## config.mk

```make
export PLATFORM = sky130hd
export DESIGN_NAME = posit_encoder_pipe_flat
export DESIGN_NICKNAME = d
export VERILOG_FILES = /design/src/rtl/posit_pkg.sv /design/src/rtl/posit_encoder_pipe_if.sv /design/src/rtl/posit_rshift_sticky.sv /design/src/rtl/posit_encoder_pipe.sv /design/src/flat_wrapper.sv
export SDC_FILE = /design/constraint.sdc
export NUM_CORES = 1
export LEC_CHECK = 0
export BUFFER_PORTS_ARGS = -buffer_cell sky130_fd_sc_hd__buf_2
export CAP_MARGIN = 20
export CORE_ASPECT_RATIO = 1.25
export CORE_MARGIN = 5
export CORE_UTILIZATION = 59
export DETAILED_ROUTE_END_ITERATION = 8
export PLACE_DENSITY = 0.89
export RECOVER_POWER = 50
export SLEW_MARGIN = 20
export SYNTH_ARGS = -nofsm -noshare
export SYNTH_HDL_FRONTEND = slang
export SYNTH_SLANG_ARGS = --single-unit
```

## constraint.sdc

```tcl
create_clock -name clk -period 3.55 [get_ports clk]
set_clock_uncertainty 0.05 [all_clocks]
set_input_delay 0 -clock clk [delete_from_list [all_inputs] [get_ports clk]]
set_output_delay 0 -clock clk [all_outputs]
set_load 0.05 [all_outputs]
```

## src/rtl/posit_pkg.sv

```systemverilog
// Shared width helpers, special-value constants and the stage-1 -> stage-2 record
// used by the pipelined posit encoder.
package posit_pkg;

  localparam int POSIT_MAX_N = 32;

  function automatic int sf_width(input int n, input int es);
    return $clog2(n) + es + 1;
  endfunction

  function automatic int mant_width(input int n, input int es);
    return n - 3 - es;
  endfunction

  function automatic logic [POSIT_MAX_N-1:0] posit_nar(input int n);
    return POSIT_MAX_N'(1) << (n - 1);
  endfunction

  function automatic logic [POSIT_MAX_N-1:0] posit_zero(input int n);
    return POSIT_MAX_N'(0) & ~(POSIT_MAX_N'(0) << n);
  endfunction

  function automatic logic [POSIT_MAX_N-1:0] posit_maxpos(input int n);
    return (POSIT_MAX_N'(1) << (n - 1)) - POSIT_MAX_N'(1);
  endfunction

  function automatic logic [POSIT_MAX_N-1:0] posit_minpos(input int n);
    return POSIT_MAX_N'(n > 0);
  endfunction

  // mag is sized for the widest posit; narrower instances use mag[N-2:0]
  typedef struct packed {
    logic                   s;
    logic                   nar;
    logic                   nzn;
    logic                   sat;
    logic [POSIT_MAX_N-2:0] mag;
    logic                   rnd;
    logic                   stk;
  } posit_stage_t;

endpackage

```

## src/rtl/posit_encoder_pipe_if.sv

```systemverilog
// Valid/ready bus of posit_encoder_pipe; o_inexact/o_sat exist only when
// POSIT_ENC_FLAGS_EN is defined.
interface posit_encoder_pipe_if #(
  parameter int N  = 16,
  parameter int ES = 1
);
  localparam int SF_W   = posit_pkg::sf_width(N, ES);
  localparam int MANT_W = posit_pkg::mant_width(N, ES);

  logic              i_valid;
  logic              o_ready;
  logic              i_s;
  logic [SF_W-1:0]   i_sf;
  logic [MANT_W-1:0] i_mant;
  logic              i_guard;
  logic              i_sticky;
  logic              i_nzn;
  logic              i_nar;
  logic              o_valid;
  logic              i_ready;
  logic [N-1:0]      o_r;
`ifdef POSIT_ENC_FLAGS_EN
  logic              o_inexact;
  logic              o_sat;
`endif

  modport master (
    output i_valid, i_s, i_sf, i_mant, i_guard, i_sticky, i_nzn, i_nar, i_ready,
    input  o_ready, o_valid, o_r
`ifdef POSIT_ENC_FLAGS_EN
    , input o_inexact, o_sat
`endif
  );

  modport slave (
    input  i_valid, i_s, i_sf, i_mant, i_guard, i_sticky, i_nzn, i_nar, i_ready,
    output o_ready, o_valid, o_r
`ifdef POSIT_ENC_FLAGS_EN
    , output o_inexact, o_sat
`endif
  );

endinterface

```

## src/rtl/posit_rshift_sticky.sv

```systemverilog
// Right shift that fills vacated MSBs with a pad bit and ORs every bit shifted
// out of the LSB end into sticky.
module posit_rshift_sticky #(
  parameter int W    = 16,
  parameter int SH_W = 4
) (
  input  logic [W-1:0]    din,
  input  logic [SH_W-1:0] sh,
  input  logic            pad,
  output logic [W-1:0]    dout,
  output logic            sticky
);
  logic [W-1:0] hi_unused;
  logic [W-1:0] low_mask;

  assign {hi_unused, dout} = {{W{pad}}, din} >> sh;

  for (genvar gi = 0; gi < W; gi++) begin : g_mask
    assign low_mask[gi] = (32'(gi) < 32'(sh));
  end

  assign sticky = |(din & low_mask);

endmodule

```

## src/rtl/posit_encoder_pipe.sv

```systemverilog
// Two-stage posit<N,ES> encoder: stage 1 builds regime/exponent/fraction and
// saturates, stage 2 rounds to nearest even and applies sign/specials.
// Optional flag outputs are enabled with POSIT_ENC_FLAGS_EN.
module posit_encoder_pipe
  import posit_pkg::*;
#(
  parameter int N  = 16,
  parameter int ES = 1
) (
  input logic                 clk,
  input logic                 rst_n,
  posit_encoder_pipe_if.slave bus
);
  localparam int SF_W   = sf_width(N, ES);
  localparam int MANT_W = mant_width(N, ES);
  localparam int SH_W   = $clog2(N);
  localparam logic [N-1:0] NAR_VAL    = N'(posit_nar(N));
  localparam logic [N-1:0] ZERO_VAL   = N'(posit_zero(N));
  localparam logic [N-2:0] MAXPOS_MAG = (N-1)'(posit_maxpos(N));
  localparam logic [N-2:0] MINPOS_MAG = (N-1)'(posit_minpos(N));

  logic         en_reg;
  logic         v1_reg, v2_reg;
  posit_stage_t rec1_reg, rec1_next;
  logic [N-1:0] r_reg, r_next;
  logic         rdy1, rdy2, accept;

  assign rdy2        = !v2_reg | bus.i_ready;
  assign rdy1        = !v1_reg | rdy2;
  assign bus.o_ready = en_reg & rdy1;
  assign accept      = bus.i_valid & bus.o_ready;
  assign bus.o_valid = v2_reg;
  assign bus.o_r     = r_reg;

  // ---------------- stage 1: regime construction ----------------
  logic signed [SF_W-1:0] sf, k;
  logic [MANT_W-1:0]      mant;
  logic                   k_neg;
  logic [N-2:0]           word;
  logic [SH_W-1:0]        sh;
  logic [N-1:0]           shifted;
  logic                   dropped;
  int                     k_int;

  assign sf    = $signed(bus.i_sf);
  assign k     = sf >>> ES;
  assign k_neg = sf[SF_W-1];
  assign mant  = bus.i_mant;

  // The first bit after the regime run terminates it, so it is the inverse of the run value
  if (ES > 0) begin : g_exp
    assign word = {k_neg, bus.i_sf[ES-1:0], mant, bus.i_guard};
  end else begin : g_noexp
    assign word = {k_neg, mant, bus.i_guard};
  end

  always_comb begin
    k_int = int'(k);
    sh    = k_neg ? SH_W'(-k_int) : SH_W'(k_int + 1);
  end

  posit_rshift_sticky #(.W(N), .SH_W(SH_W)) u_shift (
    .din    ({word, 1'b0}),
    .sh     (sh),
    .pad    (!k_neg),
    .dout   (shifted),
    .sticky (dropped)
  );

  always_comb begin
    rec1_next     = '0;
    rec1_next.s   = bus.i_s;
    rec1_next.nar = bus.i_nar;
    rec1_next.nzn = bus.i_nzn;
    if (k_int >= N - 2) begin
      rec1_next.sat        = 1'b1;
      rec1_next.mag[N-2:0] = MAXPOS_MAG;
      rec1_next.stk        = 1'b1;
    end else if (k_int <= -(N - 1)) begin
      rec1_next.sat        = 1'b1;
      rec1_next.mag[N-2:0] = MINPOS_MAG;
      rec1_next.stk        = 1'b1;
    end else begin
      rec1_next.mag[N-2:0] = shifted[N-1:1];
      rec1_next.rnd        = shifted[0];
      rec1_next.stk        = bus.i_sticky | dropped;
    end
  end

  // ---------------- stage 2: RNE, clamp, sign, specials ----------------
  logic [N-2:0] mag1, mag_fin;
  logic [N-1:0] sum;
  logic         round_up;

  assign mag1     = rec1_reg.mag[N-2:0];
  assign round_up = rec1_reg.rnd & (mag1[0] | rec1_reg.stk) & !rec1_reg.sat;
  assign sum      = {1'b0, mag1} + {{(N-1){1'b0}}, round_up};

  always_comb begin
    mag_fin = sum[N-1] ? MAXPOS_MAG : sum[N-2:0];
    r_next  = ZERO_VAL;
    if (rec1_reg.nar) begin
      r_next = NAR_VAL;
    end else if (rec1_reg.nzn) begin
      r_next = rec1_reg.s ? -{1'b0, mag_fin} : {1'b0, mag_fin};
    end
  end

  if (N < POSIT_MAX_N) begin : g_mag_pad
    logic mag_pad_unused;
    assign mag_pad_unused = ^rec1_reg.mag[POSIT_MAX_N-2:N-1];
  end

  always_ff @(posedge clk or negedge rst_n) begin
    if (!rst_n) begin
      en_reg   <= 1'b0;
      v1_reg   <= 1'b0;
      rec1_reg <= '0;
      v2_reg   <= 1'b0;
      r_reg    <= '0;
    end else begin
      en_reg <= 1'b1;
      if (rdy1)   v1_reg   <= accept;
      if (accept) rec1_reg <= rec1_next;
      if (rdy2)   v2_reg   <= v1_reg;
      if (rdy2 && v1_reg) r_reg <= r_next;
    end
  end

`ifdef POSIT_ENC_FLAGS_EN
  logic inexact_reg, sat_reg;

  // Saturated results are reported as inexact
  always_ff @(posedge clk or negedge rst_n) begin
    if (!rst_n) begin
      inexact_reg <= 1'b0;
      sat_reg     <= 1'b0;
    end else if (rdy2 && v1_reg) begin
      inexact_reg <= rec1_reg.nzn & !rec1_reg.nar & (rec1_reg.rnd | rec1_reg.stk);
      sat_reg     <= rec1_reg.nzn & !rec1_reg.nar & rec1_reg.sat;
    end
  end

  assign bus.o_inexact = inexact_reg;
  assign bus.o_sat     = sat_reg;
`endif

endmodule
```

## src/flat_wrapper.sv

```systemverilog
// flat-port wrapper written by rule: the top's interface ports become plain ports
module posit_encoder_pipe_flat import posit_pkg::*;
#(
  parameter int N  = 16,
  parameter int ES = 1
)
  (clk, rst_n, bus_i_valid, bus_i_s, bus_i_sf, bus_i_mant, bus_i_guard, bus_i_sticky, bus_i_nzn, bus_i_nar, bus_i_ready, bus_o_ready, bus_o_valid, bus_o_r);
  posit_encoder_pipe_if #(.N(N), .ES(ES)) bus_i ();
  input logic clk;
  input logic rst_n;
  input wire logic [$bits(bus_i.i_valid)-1:0] bus_i_valid;
  input wire logic [$bits(bus_i.i_s)-1:0] bus_i_s;
  input wire logic [$bits(bus_i.i_sf)-1:0] bus_i_sf;
  input wire logic [$bits(bus_i.i_mant)-1:0] bus_i_mant;
  input wire logic [$bits(bus_i.i_guard)-1:0] bus_i_guard;
  input wire logic [$bits(bus_i.i_sticky)-1:0] bus_i_sticky;
  input wire logic [$bits(bus_i.i_nzn)-1:0] bus_i_nzn;
  input wire logic [$bits(bus_i.i_nar)-1:0] bus_i_nar;
  input wire logic [$bits(bus_i.i_ready)-1:0] bus_i_ready;
  output wire logic [$bits(bus_i.o_ready)-1:0] bus_o_ready;
  output wire logic [$bits(bus_i.o_valid)-1:0] bus_o_valid;
  output wire logic [$bits(bus_i.o_r)-1:0] bus_o_r;
  assign bus_i.i_valid = bus_i_valid;
  assign bus_i.i_s = bus_i_s;
  assign bus_i.i_sf = bus_i_sf;
  assign bus_i.i_mant = bus_i_mant;
  assign bus_i.i_guard = bus_i_guard;
  assign bus_i.i_sticky = bus_i_sticky;
  assign bus_i.i_nzn = bus_i_nzn;
  assign bus_i.i_nar = bus_i_nar;
  assign bus_i.i_ready = bus_i_ready;
  assign bus_o_ready = bus_i.o_ready;
  assign bus_o_valid = bus_i.o_valid;
  assign bus_o_r = bus_i.o_r;
  posit_encoder_pipe #(.N(N), .ES(ES)) u_core (.clk(clk), .rst_n(rst_n), .bus(bus_i));
endmodule
```

# After elaboration in Yosys (flattened, before gate mapping)
# Cells that the tools add are included.
[op_classes] n_addsub=4 shifts=1 n_lt_le_gt_ge=17 mux=13 n_reduce_logical=6 bitwise_logic=9
[op_table] cell="$mux 16" count=3
[op_table] cell="$mux 15" count=3
[op_table] cell="$shr 32x4->16" count=1
[op_table] cell="$lt 4x4->1 const A" count=7
[op_table] cell="$add 15x1->16" count=1
[op_table] cell="$and 16x15->16" count=1
[op_table] cell="$lt 3x4->1 const A" count=4
[op_table] cell="$neg 15->16" count=1
[op_table] cell="$reduce_or 16->1" count=1
[op_table] cell="$lt 1x4->1 const A" count=2
[op_table] cell="$lt 2x4->1 const A" count=2
[op_table] cell="$mux 1" count=6
[op_table] cell="$ge 5x5->1 const B" count=1
[op_table] cell="$le 5x5->1 const B" count=1
[op_table] cell="$add 4x2->4 const B" count=1
[op_table] cell="$and 1x1->1" count=4
[op_table] cell="$logic_not 1->1" count=4
[op_table] cell="$mux 4" count=1
[op_table] cell="$neg 4->4" count=1
[op_table] cell="$or 1x1->1" count=4
[op_table] cell="$logic_and 1x1->1" count=1
[word_totals] reg_bits=40

# Depth between registers and ports, before layout
[depth] depth_word=9 mapped_depth=13

# Modules after synthesis
# A second synthesis with hierarchy kept.
[unflattened] hier_cells=434 hier_area_um2=3683.5
[modules_own_cells] module="posit_encoder_pipe" seq_area_each_um2=1001.0 area_per_inst_um2=2637.5 cells_each=306 n_inst=1
[modules_own_cells] module="posit_rshift_sticky" seq_area_each_um2=0.0 area_per_inst_um2=1046.0 cells_each=128 n_inst=1

# Worst setup path after synthesis
# Ideal clock, no wire load.
[synth_path] kind="reg-to-reg" from="reg u_core.rec1_reg (netlist bit u_core.mag1[0])" to="reg u_core.r_reg[10], in the netlist u_core.bus.o_r[10]" slack_ns=0.653 required_time_ns=3.378 n_path_buf=1 stages_incl_launch_ff=14 arrival_time_ns=2.725 setup_time_ns=0.122 cell_sequence="dfrtp_1 > nor2_1 > nor3b_1 > ha_1 > nand4_2 > nor4_2 > buf_2 > nor2_1 > ha_1 > nor4b_2 > nand4b_4 > nand2_1 > xnor2_1 > a32o_1"
[synth_between] elab_chain_len=9
[synth_lines] element="start: declaration" line="posit_encoder_pipe.sv:24" rtl="posit_stage_t rec1_reg, rec1_next;"
[synth_lines] element="start signal: assignment" line="posit_encoder_pipe.sv:124" rtl="if (accept) rec1_reg <= rec1_next;"
[synth_lines] element="$or 1x1->1" line="posit_encoder_pipe.sv:96" rtl="assign round_up = rec1_reg.rnd & (mag1[0] | rec1_reg.stk) & !rec1_reg.sat;"
[synth_lines] element="$and 1x1->1 (2 in series)" line="posit_encoder_pipe.sv:96"
[synth_lines] element="$add 15x1->16 *" line="posit_encoder_pipe.sv:97" rtl="assign sum = {1'b0, mag1} + {{(N-1){1'b0}}, round_up};"
[synth_lines] element="$mux 15 *" line="posit_encoder_pipe.sv:100" rtl="mag_fin = sum[N-1] ? MAXPOS_MAG : sum[N-2:0];"
[synth_lines] element="$neg 15->16" line="posit_encoder_pipe.sv:105" rtl="r_next = rec1_reg.s ? -{1'b0, mag_fin} : {1'b0, mag_fin};"
[synth_lines] element="$mux 16 *" line="posit_encoder_pipe.sv:105"
[synth_lines] element="$mux 16 *" line="posit_encoder_pipe.sv:104" rtl="end else if (rec1_reg.nzn) begin"
[synth_lines] element="$mux 16 *" line="posit_encoder_pipe.sv:102" rtl="if (rec1_reg.nar) begin"
[synth_lines] element="end signal: assignment" line="posit_encoder_pipe.sv:126" rtl="if (rdy2 && v1_reg) r_reg <= r_next;"
[synth_lines] element="end: declaration" line="posit_encoder_pipe.sv:25" rtl="logic [N-1:0] r_reg, r_next;"
# Every way passes the cells marked *; elsewhere a longest branch is shown, timed or not.
# A chain may end at the register's enable or synchronous reset.

# Worst setup path after layout
# Same ends and word-level chain as after synthesis.

==> run summary <==
TritonCTS built the clock tree. The die is approximately 80 µm wide. The worst path arrival time is between 3 and 4 ns. Among all flip-flop cells after synthesis, the most frequent one is dfrtp_1. The per-cell via count in the routed design came out at 6.08. In the global route stage, overall resource usage came out at 22.2%. The top fanout value on the critical path is 7.

The total placed cells including tap cells came out at 518. The class of the most critical setup path is flip-flop to flip-flop. The net count of the finished layout is 499. The top cell type's share of synthesized area came out at 29.0%. The effective utilization at floorplan is about three fifths. The top-level port count is 45. After synthesis the netlist holds a flip-flop and latch count of 40. The post-route netlist has 12.2% of its cells at a drive strength greater than 1.

The number of max-cap violations is 1. The hold violation count in the final report came to 0. The number of buffers inserted by port buffering came out at 44. The data required time at the worst endpoint is 3.69 ns.

The final reports fail on max-capacitance violations, max-slew violations. The worst hold path begins at bus_i_guard. The area of the mapped netlist came out at 3450 µm². The via count is 3,235. The part of the power in the clock network is 19.7%.

The placeable core region is 5740 µm². The finished layout holds 532 standard cells, fillers aside. The combinational power share came out at 45.0%. The number of nets in the synthesized netlist is 459.

The number of clock sinks seen by CTS came out at 40. The count of flip-flops with a built-in enable after synthesis is 0. The total power divided by cell area came out at 480 nW/µm².

The internal power is roughly 1.0 mW. The number of flip-flops in the largest register is 16. The synthesized instance count is 425. Summing all placed instances gives a cell area of 3680 µm².

The global placer's final weighted congestion is 0.869. The synthesized area per cell came out at 8.13 µm². The startpoint of the worst register-to-register path is u_core.mag1[0]. The actual transition at the worst max-transition pin came out at just under 2 ns. The count of filler cells inserted in the layout came out at between 400 and 500.

The number of routed nets with antenna violations is 0. The cell with the most instances after synthesis is nand2_1. The utilization after layout came out at between 60% and 70%. The count of buffers added by post-CTS timing repair for setup came out at 0. For this run, the detailed router's first-pass iteration total came to 4. The relative area change from synthesis to final layout came out at 10.8%. The leakage component of the power is 1.66 nW. The number of pins with negative max-slew slack in the final report came out at 41.

The number of global-route vias before repair is 3,124. The initial antenna violation count came out at 0. In this run the critical register-to-register path is captured at u_core.bus.o_r[10]. The final critical delay including setup and external delays is 3.04 ns. The overall die area came out at 7490 µm². The number of different library cells in the post-synthesis netlist came out at 71. The count of synthesis-stage warnings from yosys came out at 0. The setup violation total in the final timing report came out at 0. dfrtp_1 takes more of the synthesized area than any other cell.

Setup repair after global routing left no endpoint under its margin. Static timing analysis puts the maximum clock frequency at approximately 330 MHz. The logic depth of the worst register-to-register path is 12.

The largest net degree at the start of global routing came out at just over 40. The kind of end point of the critical path is a flip-flop. The path class of the tightest hold or removal check is primary input to flip-flop. The CTS buffer count is 5. The sum of negative setup slack is 0 ns. The area of all placed cells without fillers is 3830 µm². Ranked by instance count, the synthesized netlist is headed by nand2_1, dfrtp_1, nor2_1.

Clock-pin slew was measured on the worst setup and hold paths at 0.08 ns. The power spent charging and discharging nets is 0.794 mW. The share of power burned in registers came out at 35.3%. The period utilization is a little under nine tenths. Clock latency on the worst-skew pair, taken at its later pin, is 0.30 ns. For this run, design rule violations remaining after detail routing come to 0. The number of H-tree levels came out at 2.

After synthesis, flip-flops and latches occupy 29.0% of the total area. Summed over all layers, the routed wires come to around 8000 µm. The switching power as a share of total power is a little over two fifths. The buffer levels on the longest clock path came out at 2. The HPWL after detailed placement is 6220 µm. Ranked by total cell area, the synthesized netlist is headed by dfrtp_1, mux2i_1, nand2_1.

The worst ir drop on vdd is between 0.15 and 0.2 mV. The site row count is 31. The average detailed-routed wire length per instance is between 10 and 15 µm. For flop-to-flop paths, the worst setup slack is 0.51 ns. The worst hold path passes through 5 cells.

The worst setup path is launched from a flip-flop. Summed over all layers, the global routing overflow is 0. The hold path endpoint is u_core.rec1_reg[0]. The worst slew slack as a fraction of its limit is -32.5%. The async set-reset flop share out of synthesis is between 90% and 100%. The first global-routing pass estimated around 14,000 µm of wire.

The root buffer cell chosen for the clock tree is clkbuf_8. The violation count after the first detailed-route iteration is 236. The die outline height came out at 95.6 µm. The count of antenna diodes in the layout is 0. The flow ran to the end, but the final reports show violations.
[layer usage]
layer / wire [µm] / global-route usage (%)
met4: 249 / 12.0
met3: 287 / 2.46
met1: 3230 / 23.0
met5: 0 / 0
met2: 4200 / 43.2
[power by group through the flow]
stage          clock, mW  combinational (mW)  sequential [mW]
2_1_floorplan          0               0.534            0.767
3_3_place_gp           0               0.811            0.646
3_5_place_dp           0               0.829            0.655
4_1_cts            0.368               0.839            0.647
5_1_grt            0.386               0.906            0.667
6_report           0.362               0.828            0.649
[worst max-delay path, stage by stage, from the launching register on]
cell,delay (ns)
dfrtp_1,0.38
nor2_1,0.05
nor3b_1,0.18
ha_1,0.32
nand4_2,0.25
nor4_2,0.48
nor2_1,0.13
ha_1,0.24
nor4b_2,0.20
nand4b_4,0.13
nand2_1,0.08
xnor2_1,0.17
a32o_1,0.27
[what timing repair did]
action	CTS	global route
resized for setup	0	0
hold buffers	6	0
hold endpoints to repair	46	0
[cell type report]
type	count	area, µm²	share of cell area [%]
clock buffers	6	72.6	1.90
clock inverters	2	35.0	0.916
inverters	15	56.3	1.47
multi-input cells	347	2280	59.5
flip-flops and latches	40	1000	26.2
well taps	66	82.6	2.16
repair buffers	56	303	7.91
[per-stage QoR]
step	total power, mW	hold WS [ns]	setup WS (ns)
global placement	1.46	0.0908	0.676
floorplan	1.30	-0.346	0.653
finish	1.84	0.160	0.509
CTS	1.85	0.162	0.527
global route	1.96	0.241	0.252
detailed placement	1.48	0.100	0.515
[placed cells by master (no fill, tap or decap), drive strengths merged, types with 6 or more instances in the layout]
cell         Yosys  layout
nand2           57      57
dfrtp           40      40
nor2            39      39
o21ai           39      39
buf             11      32
mux2i           25      25
clkbuf          12      24
a21oi           21      21
xnor2           16      16
inv             14      14
nand3           12      12
nor3            11      11
and3             8       8
a31oi            8       8
xor2             7       7
ha               7       7
dlygate4sd3      0       6
nor4             6       6
[kinds of logic (layout without fill, tap and decap cells)]
| group | Yosys count | count (layout) | synth area share (%) |
|---|---|---|---|
| flops | 40 | 40 | 29.0 |
| xor+xnor | 23 | 23 | 6.37 |
| mux | 28 | 28 | 8.22 |
| other cells | 1 | 1 | 0.109 |
| buf+inv | 38 | 79 | 5.14 |
| simple gates | 161 | 161 | 23.1 |
| fa+ha+maj | 8 | 8 | 2.82 |
| compound gates | 126 | 126 | 25.2 |
[how the worst max path moves through the flow]
stage / start / endpoint / slack [ns] / cells past startpoint
floorplan: u_core.mag1[0] / u_core.bus.o_r[10] / 0.65 / 13
global placement: u_core.mag1[0] / u_core.bus.o_r[13] / 0.68 / 11
detailed placement: u_core.mag1[0] / u_core.bus.o_r[10] / 0.52 / 12
CTS: u_core.mag1[0] / u_core.bus.o_r[10] / 0.53 / 12
global route: u_core.mag1[0] / u_core.bus.o_r[13] / 0.25 / 11
finish: u_core.mag1[0] / u_core.bus.o_r[10] / 0.51 / 12
Note: power is estimated with default switching activity, not from simulation.
